[src/rtl/serial_adder.sv]
// rtl/serial_adder.sv - bit-serial ripple adder, one full-adder stage per clock, LSB first
module serial_adder #(
  parameter int WIDTH = 8
) (
  input  logic             clk,
  input  logic             rst,
  input  logic             start,
  input  logic [WIDTH-1:0] a,
  input  logic [WIDTH-1:0] b,
  input  logic             cin,
  output logic             busy,
  output logic             done,
  output logic [WIDTH-1:0] sum,
  output logic             cout
);

  localparam int CW = $clog2(WIDTH + 1);

  typedef enum logic [1:0] {IDLE, RUN, DONE} state_t;

  state_t           state_q, state_d;
  logic [CW-1:0]    cnt_q, cnt_d;
  logic [WIDTH-1:0] a_q, a_d, b_q, b_d, r_q, r_d, sum_q, sum_d;
  logic             c_q, c_d, cout_q, cout_d, busy_q, busy_d, done_q, done_d;
  logic             s_bit, c_bit;
  logic [WIDTH-1:0] r_shift;

  always_comb begin
    s_bit   = a_q[0] ^ b_q[0] ^ c_q;
    c_bit   = (a_q[0] & b_q[0]) | (b_q[0] & c_q) | (a_q[0] & c_q);
    r_shift = {s_bit, r_q[WIDTH-1:1]};

    state_d = state_q;
    cnt_d   = cnt_q;
    a_d     = a_q;
    b_d     = b_q;
    c_d     = c_q;
    r_d     = r_q;
    sum_d   = sum_q;
    cout_d  = cout_q;
    busy_d  = busy_q;
    done_d  = done_q;

    case (state_q)
      IDLE, DONE: begin
        done_d = 1'b0;
        if (start) begin
          a_d     = a;
          b_d     = b;
          c_d     = cin;
          cnt_d   = '0;
          state_d = RUN;
          busy_d  = 1'b1;
        end else begin
          state_d = IDLE;
          busy_d  = 1'b0;
        end
      end
      RUN: begin
        // start is deliberately not looked at here
        a_d   = a_q >> 1;
        b_d   = b_q >> 1;
        c_d   = c_bit;
        r_d   = r_shift;
        cnt_d = cnt_q + 1'b1;
        if (cnt_q == CW'(WIDTH - 1)) begin
          sum_d   = r_shift;
          cout_d  = c_bit;
          state_d = DONE;
          busy_d  = 1'b0;
          done_d  = 1'b1;
        end
      end
      default: begin
        state_d = IDLE;
        busy_d  = 1'b0;
        done_d  = 1'b0;
      end
    endcase
  end

  always_ff @(posedge clk or posedge rst) begin
    if (rst) begin
      state_q <= IDLE;
      cnt_q   <= '0;
      a_q     <= '0;
      b_q     <= '0;
      c_q     <= 1'b0;
      r_q     <= '0;
      sum_q   <= '0;
      cout_q  <= 1'b0;
      busy_q  <= 1'b0;
      done_q  <= 1'b0;
    end else begin
      state_q <= state_d;
      cnt_q   <= cnt_d;
      a_q     <= a_d;
      b_q     <= b_d;
      c_q     <= c_d;
      r_q     <= r_d;
      sum_q   <= sum_d;
      cout_q  <= cout_d;
      busy_q  <= busy_d;
      done_q  <= done_d;
    end
  end

  assign busy = busy_q;
  assign done = done_q;
  assign sum  = sum_q;
  assign cout = cout_q;

endmodule

[config.mk]
export PLATFORM = sky130hd
export DESIGN_NAME = serial_adder
export DESIGN_NICKNAME = d
export VERILOG_FILES = /design/src/rtl/serial_adder.sv
export SDC_FILE = /design/constraint.sdc
export NUM_CORES = 1
export LEC_CHECK = 0
export CAP_MARGIN = 20
export CORE_ASPECT_RATIO = 0.7
export CORE_UTILIZATION = 50
export CTS_CLUSTER_SIZE = 12
export DETAILED_ROUTE_END_ITERATION = 16
export DONT_BUFFER_PORTS = 1
export GPL_TIMING_DRIVEN = 0
export HOLD_SLACK_MARGIN = 0.12
export PLACE_DENSITY = 0.68
export REMOVE_ABC_BUFFERS = 1
export SLEW_MARGIN = 25
export SYNTH_ARGS = -nofsm -noshare
export SYNTH_HDL_FRONTEND = slang
export SYNTH_SLANG_ARGS = --single-unit
[constraint.sdc]
create_clock -name clk -period 1.5 [get_ports clk]
set_input_delay 0.3 -clock clk [delete_from_list [all_inputs] [get_ports clk]]
set_output_delay 0.3 -clock clk [all_outputs]
set_load 0.1 [all_outputs]
# After elaboration in Yosys (flattened, before gate mapping)
# Cells that the tools add are included.
[word_totals]
register_bits = 42
latch_bits = 0
ramBits = 0
mem_bits_ro = 0
inputBits = 20
out_inout_bits = 11
elab_cells = 44
memories = 0
[op_classes]
addsub = 1
mul = 0
div_mod_pow = 0
order_cmp = 0
n_eq_ne = 5
shifts = 0
n_mux = 16
bitwise = 7
n_reduce_logical = 5
[op_table]
columns = ["op", "n"]
rows = [
  ["$pmux W8 S2", 2],
  ["$mux W8", 2],
  ["$pmux W4 S2", 1],
  ["$mux W1", 6],
  ["$add A4 B1 Y4 const B", 1],
  ["$eq A4 B3 Y1 const B", 1],
  ["$mux W4", 1],
  ["$ne A2 B2 Y1 const B", 2],
  ["$pmux W1 S2", 2],
  ["$pmux W2 S2", 1],
  ["$reduce_and A2 Y1", 2],
  ["$and A1 B1 Y1", 3],
  ["$eq A2 B1 Y1 const B", 1],
  ["$eq A2 B2 Y1 const B", 1],
  ["$logic_not A2 Y1", 1],
  ["$mux W2", 1],
  ["$or A1 B1 Y1", 2],
  ["$reduce_bool A2 Y1", 1],
  ["$reduce_or A2 Y1", 1],
  ["$xor A1 B1 Y1", 2],
]

# Depth between registers and ports, before layout
# Gate-level depths: netlist of the first run.
[depth]
word_depth = 4
mapped_depth = 5
depth_no_buf = 4

# Worst setup path before layout of the first run
# No wires, ideal clock.
[synth_path]
path_kind = "register to register"
startpoint = "reg state_q[1]"
endpoint = "reg a_q[0]"
t_arrival_ps = 1625
required_time_ps = 1382
path_slack_ps = -243
path_stages_with_launch = 5
path_buffers = 1
synth_period_minus_slack_ps = 1743
cell_sequence = "dfrtp_1 nor2b_4 buf_2 a22o_1 a21o_1"
[synth_between]
elab_chain_cells = 4
word_cells_on_any_way = 8
cone_classes = "eq/ne (3); mux (1); reduce/logical (4)"
[synth_rtl]
columns = ["element", "line_no", "text"]
rows = [
  ["from (decl)", "21", "state_t state_q, state_d;"],
  ["from (signal assigned)", "95", "state_q <= state_d;"],
  ["$eq A2 B2 Y1 / $logic_not A2 Y1 (equally long branches)", "44", "case (state_q)"],
  ["$reduce_or A2 Y1", "44", ""],
  ["$ne A2 B2 Y1 (no source line) / $reduce_bool A2 Y1 (equally long branches)", "--", ""],
  ["$reduce_and A2 Y1 (no source line)", "--", ""],
  ["to (signal assigned)", "86", "a_q <= '0;"],
  ["to (signal assigned)", "97", "a_q <= a_d;"],
  ["to (decl)", "23", "logic [WIDTH-1:0] a_q, a_d, b_q, b_d, r_q, r_d, sum_q, sum_d;"],
]
# Parallel ways exist; a longest one is shown, timed or not.
# A chain may end at the register's enable or synchronous reset.

# Worst setup path after layout of the first run
[layout_path]
startpoint = "reg state_q[1]"
endpoint = "reg sum_q[6] (netlist: sum[6])"
[layout_between]
elab_chain_cells = 2
[layout_rtl]
columns = ["element", "line_no", "text"]
rows = [
  ["$eq A2 B1 Y1", "44", ""],
  ["$reduce_and A2 Y1 (no source line)", "--", ""],
  ["to (signal assigned)", "101", "sum_q <= sum_d;"],
  ["to (decl)", "23", ""],
]
# No other way between the ends.

==> flow_metrics.tcl, run 1 <==
set metrics [dict create \
    place.gp.congestion 0.721 \
    clock_sinks 40 \
    start_util_pct 52.6 \
    drv_cap 0 \
    dp_hpwl_um 1750 \
    num_rows 17 \
    via_count 1007 \
    synth_area_per_cell_sq_um 14.8 \
    clock.fmax_ghz 0.642 \
    wire_per_inst_um 19.3 \
    setup_viol_count_final 13 \
    routed_via_density 6.03 \
    final_antenna_net_count 0 \
    grt_remaining_overflow 0 \
    die_x_um 71.0 \
    required_ps 1660 \
    endpoint_kind "flip-flop" \
    r2r_end "sum[6]$_DFFE_PP0P_" \
    mostFrequentLayoutCell "dfrtp_1" \
    n_antenna_cell 0 \
    numCtsBuffers 5 \
    clock_skew_ps 9.82 \
    drt_iter0_markers 64 \
    nNetsFinal 150 \
    num-fill-cells 224 \
    layout_common_cells "29 x dfrtp_1, 19 x a22o_1, 16 x a21o_1, 16 x mux2_4, 10 x dfrtp_2" \
    drv_slew 0 \
    fin_setup_tns_ps -485 \
    grt.total_usage_pct 20.2 \
    reg2regPathDepth 3 \
    violations "setup timing" \
    drive_gt1_share_pct 44.2 \
    rsz0062_at_grt "yes" \
    ys_seq_area_share_pct 60.0 \
    drtPass1Iterations 4 \
    worstHoldPathType "input pin to flip-flop" \
    ys_warn_count 0 \
    clockBufferDepth 2 \
    cts_tree "built" \
    reg2reg_from "state_q[1]$_DFFE_PP0P_" \
    synth_cell_type_count 20 \
    drt-total-wl_um 3230 \
    grt_pass1_wl_um 5330 \
    cp_max_fo 8 \
    multi_input_area_sq_um 711 \
    crit_start "state_q[1]$_DFFE_PP0P_" \
    io_buffers 0 \
    h-tree-depth 2 \
    status "complete, but fails checks" \
    fin_ws_ps -58.2 \
    endpoint "sum[6]$_DFFE_PP0P_" \
    drc 0 \
    area_growth_pct 21.6 \
    die-area_sq_um 3570 \
    worstPathArrival_ps 1720 \
    cts_root_buf "clkbuf_8" \
    antenna_found_initial 0 \
    ff_latch_area_sq_um 1020 \
    grt_max_degree 23 \
    chipHeight_um 50.3 \
    crit_type "flip-flop to flip-flop" \
    pin_count 31 \
    synth.ff_latch_count 40 \
    clk_pin_slew_ps 80 \
    clkLatencyLatePin_ps 280 \
    synthCells 113 \
    final.period_utilization_pct 104 \
    netlist_area_sq_um 1670 \
    grt_pass1_vias 1109 \
    worst_slew_pin_slew_ps 548 \
    final_hold_viol_count 0 \
    relSlewSlack_pct 63.3 \
    start_kind "flip-flop" \
    core_area_sq_um 3170 \
    fin_crit_ps 1560 \
    r2r_setup_slack_ps -60 \
]
-- kinds of logic (layout without fill, tap and decap cells) --
family / count (synthesis) / count (layout) / share of synthesized area (%)
buffers and inverters: 8 / 22 / 3.60
AOI/OAI and AO/OA: 36 / 36 / 17.7
adders and majority gates: 2 / 2 / 1.95
muxes: 19 / 19 / 12.7
DFF: 40 / 40 / 60.0
and+or+nand+nor: 8 / 10 / 4.05
-- registers in the layout, summed over array words and instances, names as in the netlist --
signal   count
a_q          8
b_q          8
sum          8
r_q          7
cnt_q        4
state_q      2
busy         1
c_q          1
cout         1
-- per-layer routing --
| metal | vias up | part of all wire, % | routed length (um) | GRT usage [%] |
|---|---|---|---|---|
| met5 | - | 0 | 0 | 0 |
| met4 | 0 | 1.9 | 60 | 5.67 |
| met3 | 9 | 6.2 | 201 | 7.83 |
| met2 | 32 | 47 | 1520 | 31.1 |
| met1 | 517 | 45 | 1450 | 27.0 |
| li1 | 449 | - | - | - |
-- how the worst min path moves through the flow --
stage / startpoint / end / slack (ps) / depth (start not counted)
6_report: a[7] / a_q[7]$_DFFE_PP0P_ / 160 / 1
3_3_place_gp: cnt_q[3]$_DFFE_PP0P_ / cnt_q[3]$_DFFE_PP0P_ / 450 / 1
4_1_cts: a[7] / a_q[7]$_DFFE_PP0P_ / 150 / 1
5_1_grt: a[7] / a_q[7]$_DFFE_PP0P_ / 160 / 1
2_1_floorplan: cnt_q[3]$_DFFE_PP0P_ / cnt_q[3]$_DFFE_PP0P_ / 430 / 1
3_5_place_dp: rst / sum[2]$_DFFE_PP0P_ / 220 / 1
-- synthesized netlist by cell type --
cell	n	area (sq um)
dfrtp_1	40	1000
a22o_1	19	166
mux2_2	17	191
a21o_1	16	120
buf_2	3	15.0
buf_6	3	33.8
mux2i_1	2	20.0
a31o_2	1	8.76
and2b_1	1	7.51
buf_4	1	7.51
fa_1	1	20.0
ha_1	1	12.5
inv_1	1	3.75
nand3b_1	1	7.51
nand4_1	1	6.26
nor2_2	1	6.26
nor2b_1	1	6.26
nor2b_4	1	13.8
nor3b_2	1	12.5
or2b_1	1	7.51
-- repair_timing --
action	in CTS	in global routing
setup endpoints to repair	51	37
endpoints found under the hold margin	19	0
setup buffers	9	2
gates cloned	1	1
hold buffers	1	0
pin swaps	3	1
gates resized for setup	34	2
-- worst max-delay path, cell delays in order, from the launching register on --
cell	delay [ps]
dfrtp_4	660
nor3b_4	270
buf_6	190
mux2_4	310
-- cell type report --
cell class / instances / area share (%)
Inverter: 1 / 0.185
Sequential cell: 40 / 50.2
Clock inverter: 2 / 0.494
Clock buffer: 6 / 4.07
Timing Repair Buffer: 13 / 7.71
Tap cell: 38 / 2.34
Multi-Input combinational cell: 67 / 35.0
-- through the flow --
step	cells	worst slack [ps]	util [%]	hold WS [ps]	instance area, sq um
2_1_floorplan	106	-551	-	428	1610
3_3_place_gp	144	-932	52.3	445	1660
3_5_place_dp	145	-868	53.3	220	1690
4_1_cts	164	-43.3	62.6	145	1980
5_1_grt	167	-103	64.0	155	2030
6_report	167	-58.2	64.0	156	2030
Power of run 1 is not shown: default switching activity piles up to over one toggle a cycle in this logic, so the estimate is an artifact.
==> run 2: changes to the inputs <==
CORE_UTILIZATION = 40   (was 50)
PLACE_DENSITY = 0.61   (was 0.68)
clock period = 1.9 ns   (was 1.5 ns; I/O delays follow)
==> flow_metrics.tcl, run 2 (same netlist as run 1, synthesis figures left out) <==
set metrics [dict create \
    hold_path_depth 1 \
    final_antenna_net_count 0 \
    clock_skew_ps 4.69 \
    setup_viol_count_final 0 \
    wire_per_inst_um 17.0 \
    nNetsFinal 140 \
    final_hold_viol_count 0 \
    start_kind "flip-flop" \
    cts_root_buf "clkbuf_8" \
    antenna_found_initial 0 \
    grt_pass1_wl_um 4890 \
    clock_sinks 40 \
    drc 0 \
    clockBufferDepth 2 \
    clk_pin_slew_ps 70 \
    via_count 948 \
    area_growth_pct 12.1 \
    drtPass1Iterations 4 \
    drt_iter0_markers 49 \
    reg2reg_from "state_q[1]$_DFFE_PP0P_" \
    drv_slew 0 \
    start_util_pct 42.3 \
    worstHoldStart "b[7]" \
    worst_slew_pin_slew_ps 928 \
    clkLatencyLatePin_ps 290 \
    dp_hpwl_um 1850 \
    layout_common_cells "39 x dfrtp_1, 19 x a22o_1, 17 x mux2_2, 16 x a21o_1, 5 x clkbuf_8" \
    worstHoldEndpoint "b_q[7]$_DFFE_PP0P_" \
    mostFrequentLayoutCell "dfrtp_1" \
    pin_count 31 \
    numCtsBuffers 5 \
    status "complete, no violations" \
    num-fill-cells 363 \
    endpoint_kind "flip-flop" \
    fin_crit_ps 1800 \
    routed_via_density 5.54 \
    r2r_setup_slack_ps 100 \
    place.gp.congestion 0.697 \
    n_antenna_cell 0 \
    chipHeight_um 56.0 \
    grt.total_usage_pct 15.4 \
    num_rows 19 \
    crit_type "flip-flop to flip-flop" \
    grt_max_degree 32 \
    io_buffers 0 \
    drive_gt1_share_pct 29.4 \
    die_x_um 79.2 \
    drv_cap 0 \
    required_ps 2080 \
    cp_max_fo 19 \
    fin_setup_tns_ps 0 \
    die-area_sq_um 4440 \
    cts_tree "built" \
    worstPathArrival_ps 1980 \
    relSlewSlack_pct 38.1 \
    core_area_sq_um 3950 \
    worstHoldPathType "input pin to flip-flop" \
    clock.fmax_ghz 0.555 \
    reg2regPathDepth 3 \
    drt-total-wl_um 2910 \
    rsz0062_at_grt "no" \
    h-tree-depth 2 \
    grt_remaining_overflow 0 \
    r2r_end "cnt_q[0]$_DFFE_PP0P_" \
    grt_pass1_vias 1030 \
    final.period_utilization_pct 94.9 \
]
## run 2: critical path, stage by stage (launching register included)
cell     delay (ps)
dfrtp_2         650
nor2b_4         520
nor2_4          200
mux2_2          310
## run 2: worst max-delay path by stage
stage	from	to	cells past startpoint
floorplan	state_q[1]$_DFFE_PP0P_	cnt_q[0]$_DFFE_PP0P_	3
global placement	start	cnt_q[0]$_DFFE_PP0P_	3
detailed placement	state_q[1]$_DFFE_PP0P_	cnt_q[0]$_DFFE_PP0P_	3
CTS	cnt_q[0]$_DFFE_PP0P_	sum[5]$_DFFE_PP0P_	4
global route	state_q[1]$_DFFE_PP0P_	cnt_q[0]$_DFFE_PP0P_	3
finish	state_q[1]$_DFFE_PP0P_	cnt_q[0]$_DFFE_PP0P_	3
## run 2: per-layer routing
metal	up-vias	wire, um	global-route usage [%]
li1	428	-	-
met4	0	74	9.87
met5	-	0	0
met1	490	1380	19.5
met3	8	163	5.57
met2	22	1290	22.2
## run 2: final cells by class
type	count	area, sq um	area share (%)
tap	52	65.1	3.48
clock inverter	2	35.0	1.87
timing repair buffer	4	61.3	3.28
multi-input combinational	66	629	33.7
sequential	40	1000	53.6
inverter	1	3.75	0.201
clock buffer	6	72.6	3.88
## run 2: metrics by stage
stage / std cells / area (sq um) / setup slack [ps] / util, % / hold slack (ps)
after floorplan: 106 / 1610 / -151 / - / 428
after global placement: 158 / 1680 / -570 / 42.5 / 444
after detailed placement: 160 / 1710 / -497 / 43.3 / 202
after CTS: 170 / 1850 / 69.1 / 46.9 / 214
after global routing: 171 / 1870 / 2.59 / 47.4 / 220
final: 171 / 1870 / 97.4 / 47.4 / 223
## run 2: what timing repair did
item,in CTS,in global routing
pin swaps,0,1
gates cloned,1,0
buffers inserted,0,1
hold buffers,1,0
endpoints found under the setup margin,37,9
hold endpoints to repair,9,0
resized for setup,3,0
Power of run 2 is left out for the same reason.
